<file path="config.mk">
export PLATFORM = sky130hd
export DESIGN_NAME = alu_pipe
export DESIGN_NICKNAME = d
export VERILOG_FILES = /design/src/rtl/alu_pkg.sv /design/src/rtl/alu_mul_seq.sv /design/src/rtl/alu_pipe.sv
export SDC_FILE = /design/constraint.sdc
export NUM_CORES = 1
export LEC_CHECK = 0
export CORE_MARGIN = 2
export CORE_UTILIZATION = 35
export CTS_BUF_LIST = sky130_fd_sc_hd__clkbuf_8
export DETAILED_ROUTE_END_ITERATION = 8
export PLACE_DENSITY = 0.54
export SYNTH_ARGS = -nofsm -noshare
export SYNTH_HDL_FRONTEND = slang
export SYNTH_HIERARCHICAL = 1
export SYNTH_SLANG_ARGS = --single-unit
</file>
<file path="constraint.sdc">
create_clock -name clk -period 5.4 [get_ports clk]
set_clock_uncertainty 0.05 [all_clocks]
set_input_delay 0.81 -clock clk [delete_from_list [all_inputs] [get_ports clk]]
set_output_delay 0.81 -clock clk [all_outputs]
set_load 0.02 [all_outputs]
</file>
<file path="src/rtl/alu_pkg.sv">
// Shared opcodes, sequencing state and op-class helper for the pipelined ALU.
package alu_pkg;

   localparam logic [3:0] OP_AND  = 4'b0000;
   localparam logic [3:0] OP_OR   = 4'b0001;
   localparam logic [3:0] OP_ADD  = 4'b0010;
   localparam logic [3:0] OP_XOR  = 4'b0011;
   localparam logic [3:0] OP_SUB  = 4'b0110;
   localparam logic [3:0] OP_SLT  = 4'b0111;
   localparam logic [3:0] OP_SLTU = 4'b1000;
   localparam logic [3:0] OP_SLL  = 4'b1001;
   localparam logic [3:0] OP_SRL  = 4'b1010;
   localparam logic [3:0] OP_SRA  = 4'b1011;
   localparam logic [3:0] OP_NOR  = 4'b1100;
   localparam logic [3:0] OP_MUL  = 4'b1101;

   typedef enum logic {
      IDLE = 1'b0,
      MUL  = 1'b1
   } state_t;

   // Only ADD and SUB report overflow and carry.
   function automatic logic is_arith(input logic [3:0] op);
      return (op == OP_ADD) || (op == OP_SUB);
   endfunction

endpackage

</file>
<file path="src/rtl/alu_mul_seq.sv">
// Shift-add multiplier: one partial product per cycle, low WIDTH bits kept.
// done is high during the last step; product is valid while done is high.
module alu_mul_seq
   import alu_pkg::*;
#(
   parameter int WIDTH = 32
) (
   input  logic             clk,
   input  logic             rst,
   input  logic             start,
   input  logic [WIDTH-1:0] a,
   input  logic [WIDTH-1:0] b,
   output logic             busy,
   output logic             done,
   output logic [WIDTH-1:0] product
);

   localparam int CW = $clog2(WIDTH);

   logic [CW-1:0]    cnt;
   logic [WIDTH-1:0] acc;
   logic [WIDTH-1:0] mcand;
   logic [WIDTH-1:0] mplier;
   logic [WIDTH-1:0] step;

   // Bit 0 is folded in at start, so WIDTH-1 further steps finish the product.
   assign step    = mplier[0] ? mcand : '0;
   assign product = acc + step;
   assign done    = busy && (cnt == CW'(1));

   always_ff @(posedge clk) begin
      if (rst) begin
         cnt    <= '0;
         acc    <= '0;
         mcand  <= '0;
         mplier <= '0;
         busy   <= 1'b0;
      end else if (start) begin
         acc    <= b[0] ? a : '0;
         mcand  <= a << 1;
         mplier <= b >> 1;
         cnt    <= CW'(WIDTH - 1);
         busy   <= 1'b1;
      end else if (busy) begin
         acc    <= product;
         mcand  <= mcand << 1;
         mplier <= mplier >> 1;
         cnt    <= cnt - CW'(1);
         if (cnt == CW'(1)) begin
            busy <= 1'b0;
         end
      end
   end

endmodule

</file>
<file path="src/rtl/alu_pipe.sv">
// Registered ALU with valid/ready handshake and zero/overflow/cout/illegal flags.
// Define ALU_PIPE_MUL_EN to build in the multi-cycle MUL opcode.
//
//  state | meaning
//  IDLE  | single-cycle ops accepted, result register drains
//  MUL   | multiplier running, no new operations accepted
module alu_pipe
   import alu_pkg::*;
#(
   parameter int WIDTH = 32
) (
   input  logic             clk,
   input  logic             rst,
   input  logic             in_valid,
   output logic             in_ready,
   input  logic [WIDTH-1:0] a,
   input  logic [WIDTH-1:0] b,
   input  logic [3:0]       ctrl,
   output logic             out_valid,
   input  logic             out_ready,
   output logic [WIDTH-1:0] out,
   output logic             zero,
   output logic             overflow,
   output logic             cout,
   output logic             illegal
);

   localparam int SHW = $clog2(WIDTH);

   logic             accept;
   logic [WIDTH:0]   sum;
   logic [WIDTH:0]   diff;
   logic             add_ovf;
   logic             sub_ovf;
   logic [SHW-1:0]   shamt;
   logic [WIDTH-1:0] res;
   logic             res_ovf;
   logic             res_cout;
   logic             res_ill;

   always_comb begin
      sum      = {1'b0, a} + {1'b0, b};
      diff     = {1'b0, a} + {1'b0, ~b} + {{WIDTH{1'b0}}, 1'b1};
      add_ovf  = (a[WIDTH-1] ^ b[WIDTH-1] ^ sum[WIDTH-1]) ^ sum[WIDTH];
      sub_ovf  = (a[WIDTH-1] ^ ~b[WIDTH-1] ^ diff[WIDTH-1]) ^ diff[WIDTH];
      shamt    = b[SHW-1:0];
      res      = '0;
      res_ill  = 1'b0;
      case (ctrl)
         OP_AND:  res = a & b;
         OP_OR:   res = a | b;
         OP_ADD:  res = sum[WIDTH-1:0];
         OP_XOR:  res = a ^ b;
         OP_SUB:  res = diff[WIDTH-1:0];
         // Sign of the difference corrected for overflow gives the true signed compare.
         OP_SLT:  res = {{(WIDTH-1){1'b0}}, diff[WIDTH-1] ^ sub_ovf};
         OP_SLTU: res = {{(WIDTH-1){1'b0}}, ~diff[WIDTH]};
         OP_SLL:  res = a << shamt;
         OP_SRL:  res = a >> shamt;
         OP_SRA:  res = $unsigned($signed(a) >>> shamt);
         OP_NOR:  res = ~(a | b);
`ifdef ALU_PIPE_MUL_EN
         OP_MUL:  res = '0;
`endif
         default: res_ill = 1'b1;
      endcase
      res_ovf  = is_arith(ctrl) && ((ctrl == OP_SUB) ? sub_ovf : add_ovf);
      res_cout = is_arith(ctrl) && ((ctrl == OP_SUB) ? diff[WIDTH] : sum[WIDTH]);
   end

`ifdef ALU_PIPE_MUL_EN
   state_t           state;
   logic             mul_start;
   logic             mul_busy;
   logic             mul_done;
   logic [WIDTH-1:0] mul_product;

   assign in_ready  = (state == IDLE) && (!out_valid || out_ready);
   assign accept    = in_valid && in_ready;
   assign mul_start = accept && (ctrl == OP_MUL);

   alu_mul_seq #(
      .WIDTH(WIDTH)
   ) u_mul (
      .clk    (clk),
      .rst    (rst),
      .start  (mul_start),
      .a      (a),
      .b      (b),
      .busy   (mul_busy),
      .done   (mul_done),
      .product(mul_product)
   );

   always_ff @(posedge clk) begin
      if (rst) begin
         state     <= IDLE;
         out       <= '0;
         zero      <= 1'b0;
         overflow  <= 1'b0;
         cout      <= 1'b0;
         illegal   <= 1'b0;
         out_valid <= 1'b0;
      end else begin
         if (out_valid && out_ready) begin
            out_valid <= 1'b0;
         end
         if (mul_start) begin
            state     <= MUL;
            out_valid <= 1'b0;
         end else if (accept) begin
            out       <= res;
            zero      <= (res == '0);
            overflow  <= res_ovf;
            cout      <= res_cout;
            illegal   <= res_ill;
            out_valid <= 1'b1;
         end
         if ((state == MUL) && mul_busy && mul_done) begin
            out       <= mul_product;
            zero      <= (mul_product == '0);
            overflow  <= 1'b0;
            cout      <= 1'b0;
            illegal   <= 1'b0;
            out_valid <= 1'b1;
            state     <= IDLE;
         end
      end
   end
`else
   assign in_ready = !out_valid || out_ready;
   assign accept   = in_valid && in_ready;

   always_ff @(posedge clk) begin
      if (rst) begin
         out       <= '0;
         zero      <= 1'b0;
         overflow  <= 1'b0;
         cout      <= 1'b0;
         illegal   <= 1'b0;
         out_valid <= 1'b0;
      end else begin
         if (out_valid && out_ready) begin
            out_valid <= 1'b0;
         end
         if (accept) begin
            out       <= res;
            zero      <= (res == '0);
            overflow  <= res_ovf;
            cout      <= res_cout;
            illegal   <= res_ill;
            out_valid <= 1'b1;
         end
      end
   end
`endif

endmodule

</file>
## After elaboration in Yosys (flattened, before gate mapping)

Cells that the tools add are included.

| cells by class | value |
|---|---|
| reduce and logical (&&, ||, !) cells | 11 |
| add/sub/neg operators | 3 |
| shift-type cells | 3 |
| multipliers | 0 |
| divide/modulo/power cells | 0 |
| $lt $le $gt $ge | 0 |
| muxes and demuxes | 6 |
| bitwise operators | 14 |
| equal/unequal tests | 10 |

Operator list:

| operator | count |
|---|---|
| $pmux 32 s11 | 1 |
| $add 32x32->33 | 2 |
| $not 32->32 | 2 |
| $add 33x1->33 const B | 1 |
| $and 32x32->32 | 1 |
| $logic_not 32->1 | 1 |
| $or 32x32->32 | 1 |
| $shl 32x5->32 | 1 |
| $shr 32x5->32 | 1 |
| $sshr 32x5->32 | 1 |
| $xor 32x32->32 | 1 |
| $eq 4x4->1 const B | 5 |
| $reduce_or 11->1 | 1 |
| $eq 4x2->1 const B | 2 |
| $eq 4x3->1 const B | 2 |
| $xor 1x1->1 | 7 |
| $mux 1 | 5 |
| $eq 4x1->1 const B | 1 |
| $logic_and 1x1->1 | 4 |
| $logic_not 4->1 | 1 |
| $logic_or 1x1->1 | 2 |
| $not 1->1 | 2 |
| $reduce_bool 2->1 | 1 |
| $logic_not 1->1 | 1 |

| storage, ports and cells | value |
|---|---|
| memories kept | 0 |
| latch bits | 0 |
| output and inout bits | 38 |
| bits in registers | 37 |
| ROM bits | 0 |
| RAM bits | 0 |

## Depth between registers and ports, before layout

Gate-level depths: netlist of the first run.

| logic depth | value |
|---|---|
| word-level depth | 8 |
| gate-level depth with buffers | 19 |
| gate-level depth less buffers | 14 |

## Worst setup path after synthesis of the first run

Ideal clock, no wire load.

| path | value |
|---|---|
| kind | input port to flip-flop |
| from | in b[1] |
| to | reg zero |
| data arrival time | 4.627 ns |
| stages | 17 |
| data required time | 5.291 ns |
| setup slack | 0.664 ns |
| library setup time | 0.059 ns |
| cell sequence | buf_2 -> inv_1 -> buf_2 -> buf_1 -> clkbuf_1 -> ha_1 -> nor3_1 -> o31ai_1 -> a21oi_1 -> o21ai_0 -> and3_1 -> a221o_1 -> a211o_1 -> nor4_1 -> and4_1 -> and3_1 -> a31o_1 |

| on the way | value |
|---|---|
| cells in the longest elaborated chain, start to end | 8 |
| elaborated cells on any way between the ends | 17 |
| those cells by class | add/sub: 3; shift: 3; mux: 1; bitwise: 9; reduce/logical: 1 |

RTL lines:

| what | line | RTL |
|---|---|---|
| from (decl) | alu_pipe.sv:17 | `input logic [WIDTH-1:0] b,` |
| $not 32->32 | alu_pipe.sv:43 | `diff = {1'b0, a} + {1'b0, ~b} + {{WIDTH{1'b0}}, 1'b1};` |
| $add 32x32->33 | alu_pipe.sv:43 |  |
| $add 33x1->33 | alu_pipe.sv:43 |  |
| $xor 1x1->1 (2 in series) | alu_pipe.sv:45 | `sub_ovf = (a[WIDTH-1] ^ ~b[WIDTH-1] ^ diff[WIDTH-1]) ^ diff[WIDTH];` |
| $xor 1x1->1 | alu_pipe.sv:56 | `OP_SLT: res = {{(WIDTH-1){1'b0}}, diff[WIDTH-1] ^ sub_ovf};` |
| $pmux 32 s11 * | alu_pipe.sv:49 | `case (ctrl)` |
| $logic_not 32->1 * | alu_pipe.sv:148 | `zero <= (res == '0);` |
| to (signal assigned) | alu_pipe.sv:148 |  |
| to (decl) | alu_pipe.sv:22 | `output logic zero,` |

Mark *: on every way between the ends. The rest lies on a longest branch, timed or not.
A chain may end at the register's enable or synchronous reset.

## Final worst setup path of the first run

| path | value |
|---|---|
| from | in b[21] |
| to | reg zero |

The elaborated chain is that of the path after synthesis.

==> metrics.md, run 1 <==
| Metric | Value |
|---|---|
| DP HPWL | `49,800 um` |
| Worst slew pin tran | `1.21 ns` |
| Worst Path Class, Setup | `input pin to flop` |
| ANT cells | `0` |
| Crit-path cells | `clkdlybuf4s50_1 -> inv_1 -> ha_1 -> or3_1 -> nor3_1 -> nand2_1 -> o21bai_1 -> and2_1 -> a311oi_1 -> a22oi_1 -> nor4_1 -> and4_1 -> and3_1 -> a31o_1` |
| Tmin final | `5.06 ns` |
| Asr flop ratio synth | `0` |
| Max cap viols | `0` |
| Synth cell types | `103` |
| Most common cell after layout, fill and taps aside | `nor2_1` |
| Routed vias/inst | `6.69` |
| Mapped cell area | `12,200 um2` |
| GRT Overall Usage | `0.338` |
| Worst slew margin | `0.189` |
| # setup viols final | `0` |
| Hold Buf Count CTS | `0` |
| Startpoint types | `input pin` |
| Layout area overhead | `16.1%` |
| CP Data Arrival Time | `5.25 ns` |
| Placer Congestion | `1.04` |
| Syn_nets | `1,853` |
| Crit path capture type | `flop` |
| Critical path peak fanout | `13` |
| Maximum vdd ir drop | `roughly 0.00010 V` |
| Antenna viol nets, final | `0` |
| Drt total wl | `62,700 um` |
| Root Driver | `clkbuf_8` |
| EDFF count, synth | `0` |
| CTS tree | `built` |
| Layout cell share with drive strength beyond 1 | `0.144` |
| Synthesized area per cell | `~7.3 um2` |
| Status | `finished clean` |
| Hold Path Class | `flop to flop` |
| Slowest CP cell | `nor4_1` |
| Slew Viols, Final | `0` |
| Worst R2R End | `zero$_SDFFE_PP0P_` |
| Slowest stage delay, CP | `0.66 ns` |
| Flops & latches, synth | `37` |
| Fill cells | `around 3,600` |
| Tcrit/Tclk final | `0.938` |
| PD cells | `137 nW/um2` |
| Vias in the first global route | `about 14,000` |
| Crit path capture | `zero$_SDFFE_PP0P_` |
| Drc violations | `0` |
| Commonest non-fill, non-tap cells in the layout | `nor2_1 (168), nand2_1 (154), buf_4 (120)` |
| CP startpoint | `b[21]` |
| Final std cells w/o fill | `2,215` |
| Post-Place Cells | `2,207` |
| Final hold violations | `0` |
| Fmax | `between 150 and 200 MHz` |
| First-pass GRT wire length | `92,600 um` |
| Clk buf depth | `2` |
| Area of the core | `34,500 um2` |
| Leakage | `approximately 5.6 nW` |
| Syn. warnings | `6` |
| Hold slack | `about 0.4 ns` |
| Cts bufs inserted | `5` |
| R2R setup slack | `2.54 ns` |
| Register area share after synthesis | `0.0607` |
| Die Y | `between 150 and 200 um` |
| I/O Buffers | `109` |
| Vias post-DR | `14,800` |
| Gr ovfl total | `0` |
| Die X | `191 um` |
| Post-CTS Resized | `0` |
| Largest net degree at the start of global routing | `73` |
| # IOs | `between 100 and 150` |
| Antenna violations before repair | `0` |
| H-tree levels | `2` |
| Main synth FF type | `dfxtp_1` |
| Setup tns final | `0 ns` |
| Row count | `68` |
| Req. time, crit path | `around 5.6 ns` |
| Nets@finish | `1,934` |
| Clock Pin Slew Worst Setup and Hold Paths | `0.07 ns` |
| Routed length per instance | `around 28 um` |
| Launch point of the worst reg-to-reg path | `out_valid$_SDFFE_PP0P_` |
| Initial Utilization | `0.354` |
| Worst skew pair latency | `roughly 0.29 ns` |
| Die Area | `around 36,000 um2` |
| Post-CTS Setup Bufs | `0` |
| Sink Count | `37` |
| DRT iter0 DRCs | `2,061` |
| Pre-antenna DRT Iters | `8` |
| FF-to-FF path depth | `11` |
| Instance count of the mapped netlist | `1,678` |
| RSZ-0062 raised after global routing | `no` |
-- per-stage QoR --
stage,util,total power [mW],cell area [um2],worst slack (ns)
6_report,0.411,1.93,14200,0.336
5_1_grt,0.411,2.05,14200,0.0910
4_1_cts,0.411,1.90,14200,0.412
3_5_place_dp,0.409,1.70,14100,0.112
3_3_place_gp,0.409,1.71,14100,0.0894
2_1_floorplan,-,1.17,12200,0.664
-- worst max-delay path: cells and delay by family --
family,cells,cell delay [ns]
compound gates,4,0.95
fa+ha+maj,1,0.47
buf+inv,2,0.64
simple gates,7,2.37
-- cells by family after synthesis --
kind of cell               count (synthesis)  synth area share
xor gates and xnor gates                  15            0.0108
DFF                                       37            0.0607
adders and majority gates                103             0.107
AOI/OAI and AO/OA                        556             0.324
buffers and inverters                    258            0.0922
and+or+nand+nor                          566             0.222
muxes                                    143             0.184
-- layer usage --
metal | up-vias | share of wire | routed length [um] | GRT usage
met3 | 124 | 0.096 | 6000 | 0.0517
li1 | 6551 | - | - | -
met4 | 0 | 0.045 | 2800 | 0.126
met2 | 944 | 0.43 | 27000 | 0.515
met1 | 7199 | 0.43 | 26900 | 0.478
met5 | - | 0 | 0 | 0
-- synth_stat cells (all sizes together), types with 9 or more instances --
| library cell | n | area share |
|---|---|---|
| o21ai | 89 | 0.036 |
| o221ai | 23 | 0.017 |
| a211oi | 52 | 0.034 |
| nor2b | 15 | 0.0077 |
| nand3 | 38 | 0.016 |
| nand4 | 12 | 0.0062 |
| dfxtp | 37 | 0.061 |
| a21oi | 119 | 0.049 |
| mux2i | 56 | 0.046 |
| a211o | 9 | 0.0065 |
| xnor2 | 11 | 0.0079 |
| a21o | 15 | 0.0092 |
| a22oi | 22 | 0.014 |
| nor4 | 28 | 0.015 |
| a221oi | 25 | 0.018 |
| o21bai | 10 | 0.0062 |
| mux4 | 61 | 0.11 |
| a31oi | 15 | 0.0077 |
| a2111oi | 12 | 0.011 |
| o31ai | 17 | 0.011 |
| nor3 | 55 | 0.023 |
| inv | 102 | 0.031 |
| mux2 | 26 | 0.025 |
| o211ai | 22 | 0.014 |
| or3 | 9 | 0.0046 |
| and3 | 11 | 0.0056 |
| nand2 | 154 | 0.047 |
| o21a | 12 | 0.0074 |
| nand2b | 17 | 0.0087 |
| nor2 | 170 | 0.052 |
| o22ai | 18 | 0.0092 |
| ha | 101 | 0.10 |
| a221o | 9 | 0.0074 |
| clkbuf | 94 | 0.029 |
| buf | 62 | 0.032 |
| and2 | 15 | 0.0077 |
-- layout make-up --
type	instances	area, um2	share of cell area
tap	455	569	0.0402
multi-input combinational	1383	10400	0.732
inverter	102	383	0.0270
clock inverter	3	13.8	0.000971
clock buffer	5	68.8	0.00486
timing repair buffer	230	2020	0.143
sequential	37	741	0.0523
-- worst min-delay path by stage --
stage	start	end	slack (ns)	cells past startpoint
after detailed placement	out[25]$_SDFFE_PP0P_	out[25]$_SDFFE_PP0P_	0.40	2
after floorplan	out[25]$_SDFFE_PP0P_	out[25]$_SDFFE_PP0P_	0.48	2
after CTS	out[24]$_SDFFE_PP0P_	out[24]$_SDFFE_PP0P_	0.41	2
after global placement	out[24]$_SDFFE_PP0P_	out[24]$_SDFFE_PP0P_	0.40	2
final	out[24]$_SDFFE_PP0P_	out[24]$_SDFFE_PP0P_	0.41	2
after global routing	out[24]$_SDFFE_PP0P_	out[24]$_SDFFE_PP0P_	0.44	2
-- registers in the layout, indices dropped and copies added (netlist names) --
signal     count
illegal        1
out           32
cout           1
out_valid      1
zero           1
overflow       1
-- where the power goes --
| part | internal (mW) | leakage, nW | switching (mW) | total, mW |
|---|---|---|---|---|
| registers | 0.295 | 0.305 | 0.0115 | 0.306 |
| logic | 0.549 | 5.27 | 0.889 | 1.44 |
| clock network | 0.0877 | 0.0491 | 0.103 | 0.191 |
| total | 0.931 | 5.62 | 1.00 | 1.93 |
No activity file was read; power rests on OpenSTA's default activity.
==> run 2: changes to the inputs <==
- CORE_MARGIN: 2 -> not set
==> run 2 against run 1 <==
- register-to-register slack worse by 0.09 ns
- via count is 1.1% higher
- non-clock buffer count is 9 higher
- core utilization is 0.24 points higher
- fmax is 3.2% higher
- critical path type unchanged
- largest cell class unchanged
- highest routed layer unchanged
==> metrics.md, run 2 (same netlist as run 1, synthesis figures left out) <==
| Metric | Value |
|---|---|
| Worst R2R End | `zero$_SDFFE_PP0P_` |
| Hold Path Class | `flop to flop` |
| Routed length per instance | `29.1 um` |
| Layout cell share with drive strength beyond 1 | `0.147` |
| CTS tree | `built` |
| CP Data Arrival Time | `5.10 ns` |
| Multi-input logic area | `just over 10,000 um2` |
| Final worst setup slack | `between 0.4 and 0.5 ns` |
| Worst slew margin | `0.396` |
| H-tree levels | `2` |
| Largest net degree at the start of global routing | `53` |
| # IOs | `110` |
| Initial Utilization | `0.354` |
| Vias in the first global route | `13,800` |
| First-pass GRT wire length | `94,500 um` |
| Placer Congestion | `approximately 1.1` |
| Crit-path cells | `clkdlybuf4s50_1 -> inv_1 -> ha_1 -> fa_1 -> o21bai_1 -> a2111oi_0 -> buf_4 -> nor4_1 -> nor3_1 -> and3_1 -> nor4_1 -> nand4_1 -> nor4_1 -> and4_1 -> and3_1 -> a31o_1` |
| Clock Pin Slew Worst Setup and Hold Paths | `around 0.07 ns` |
| Vias post-DR | `15,000` |
| I/O Buffers | `109` |
| Layout area overhead | `16.8%` |
| Tcrit/Tclk final | `0.908` |
| Row count | `68` |
| Fmax | `204 MHz` |
| Antenna violations before repair | `0` |
| Nets@finish | `1,943` |
| Sink Count | `37` |
| Leakage | `~5.7 nW` |
| Status | `finished clean` |
| FF-to-FF path depth | `11` |
| Area of the core | `34,500 um2` |
| Worst slew pin tran | `between 0.8 and 0.9 ns` |
| Largest Register | `out` |
| PD cells | `137 nW/um2` |
| DP HPWL | `51,700 um` |
| Commonest non-fill, non-tap cells in the layout | `nor2_1 (168), nand2_1 (154), buf_4 (128)` |
| R2R setup slack | `between 2 and 2.5 ns` |
| Worst skew pair latency | `0.29 ns` |
| Crit path capture type | `flop` |
| DRT iter0 DRCs | `approximately 2,300` |
| Max reg flops | `32` |
| Die Area | `35,600 um2` |
| CP startpoint | `a[0]` |
| Gr ovfl total | `0` |
| ANT cells | `0` |
| Slew Viols, Final | `0` |
| Worst Path Class, Setup | `input pin to flop` |
| Startpoint types | `input pin` |
| Slowest stage delay, CP | `0.49 ns` |
| Die X | `189 um` |
| Most numerous cell on the critical path | `nor4_1` |
| Critical path peak fanout | `4` |
| RSZ-0062 raised after global routing | `no` |
| Die Y | `between 150 and 200 um` |
| Cts bufs inserted | `5` |
| GRT Overall Usage | `0.354` |
| Hold Buf Count CTS | `0` |
| Crit path capture | `zero$_SDFFE_PP0P_` |
| Final std cells w/o fill | `2,223` |
| Register area | `roughly 740 um2` |
| Maximum vdd ir drop | `0.000115 V` |
| Post-CTS Resized | `0` |
| Fill cells | `3,630` |
| Tmin final | `4.91 ns` |
| Pre-antenna DRT Iters | `7` |
| Antenna viol nets, final | `0` |
| Max cap viols | `0` |
| Total power draw | `about 2.0 mW` |
| Most common cell after layout, fill and taps aside | `nor2_1` |
| Post-Place Cells | `~2,200` |
| Post-CTS Setup Bufs | `0` |
| Final hold violations | `0` |
| # setup viols final | `0` |
| Routed vias/inst | `6.74` |
| Req. time, crit path | `5.59 ns` |
| Drc violations | `0` |
| Setup tns final | `0 ns` |
| Drt total wl | `about 65,000 um` |
| Slowest CP cell | `clkdlybuf4s50_1` |
| Clk buf depth | `2` |
| Root Driver | `clkbuf_8` |
| Dpl ws | `0.302 ns` |
| Launch point of the worst reg-to-reg path | `out_valid$_SDFFE_PP0P_` |
==> run 2: cell types whose count changed in the layout (fill, tap and decap cells not counted), sizes merged <==
cell and delta:
buf +9, clkinv -2, clkbuf +1
==> run 2: worst max-delay path, delay by kind of cell <==
kind / cells / cell delay, ns
adder cells (fa/ha/maj): 2 / 0.64
AO/OA/AOI/OAI: 3 / 0.53
buffers and inverters: 3 / 0.76
AND/OR/NAND/NOR: 8 / 2.36
==> run 2: where the power goes <==
| part | total [mW] | switching [mW] | internal [mW] |
|---|---|---|---|
| logic | 1.46 | 0.905 | 0.550 |
| registers | 0.306 | 0.0113 | 0.295 |
| clock network | 0.192 | 0.0931 | 0.0993 |
| total | 1.95 | 1.01 | 0.945 |
==> run 2: routing by layer <==
metal,GRT usage,share of wire,vias to the layer above
li1,-,-,6555
met1,0.504,0.43,7249
met2,0.531,0.43,1038
met3,0.0551,0.10,145
met4,0.134,0.045,0
met5,0,0,-
==> run 2: layout make-up <==
class | instances | share of cell area
Timing Repair Buffer | 239 | 0.148
Sequential cell | 37 | 0.0520
Tap cell | 455 | 0.0400
Clock inverter | 1 | 0.000263
Inverter | 102 | 0.0269
Multi-Input combinational cell | 1383 | 0.728
Clock buffer | 6 | 0.00580
==> run 2: stage by stage <==
step,hold WS (ns),cell area [um2],util
final,0.409,14200,0.414
after global routing,0.425,14200,0.414
after CTS,0.413,14200,0.414
after detailed placement,0.401,14200,0.411
after global placement,0.396,14200,0.411
after floorplan,0.480,12200,-
==> run 2: worst min path at each step <==
stage,start,end,cells after the start
floorplan,out[25]$_SDFFE_PP0P_,out[25]$_SDFFE_PP0P_,2
global placement,out[25]$_SDFFE_PP0P_,out[25]$_SDFFE_PP0P_,2
detailed placement,out[25]$_SDFFE_PP0P_,out[25]$_SDFFE_PP0P_,2
CTS,out[16]$_SDFFE_PP0P_,out[16]$_SDFFE_PP0P_,2
global route,out[16]$_SDFFE_PP0P_,out[16]$_SDFFE_PP0P_,2
finish,out[16]$_SDFFE_PP0P_,out[16]$_SDFFE_PP0P_,2
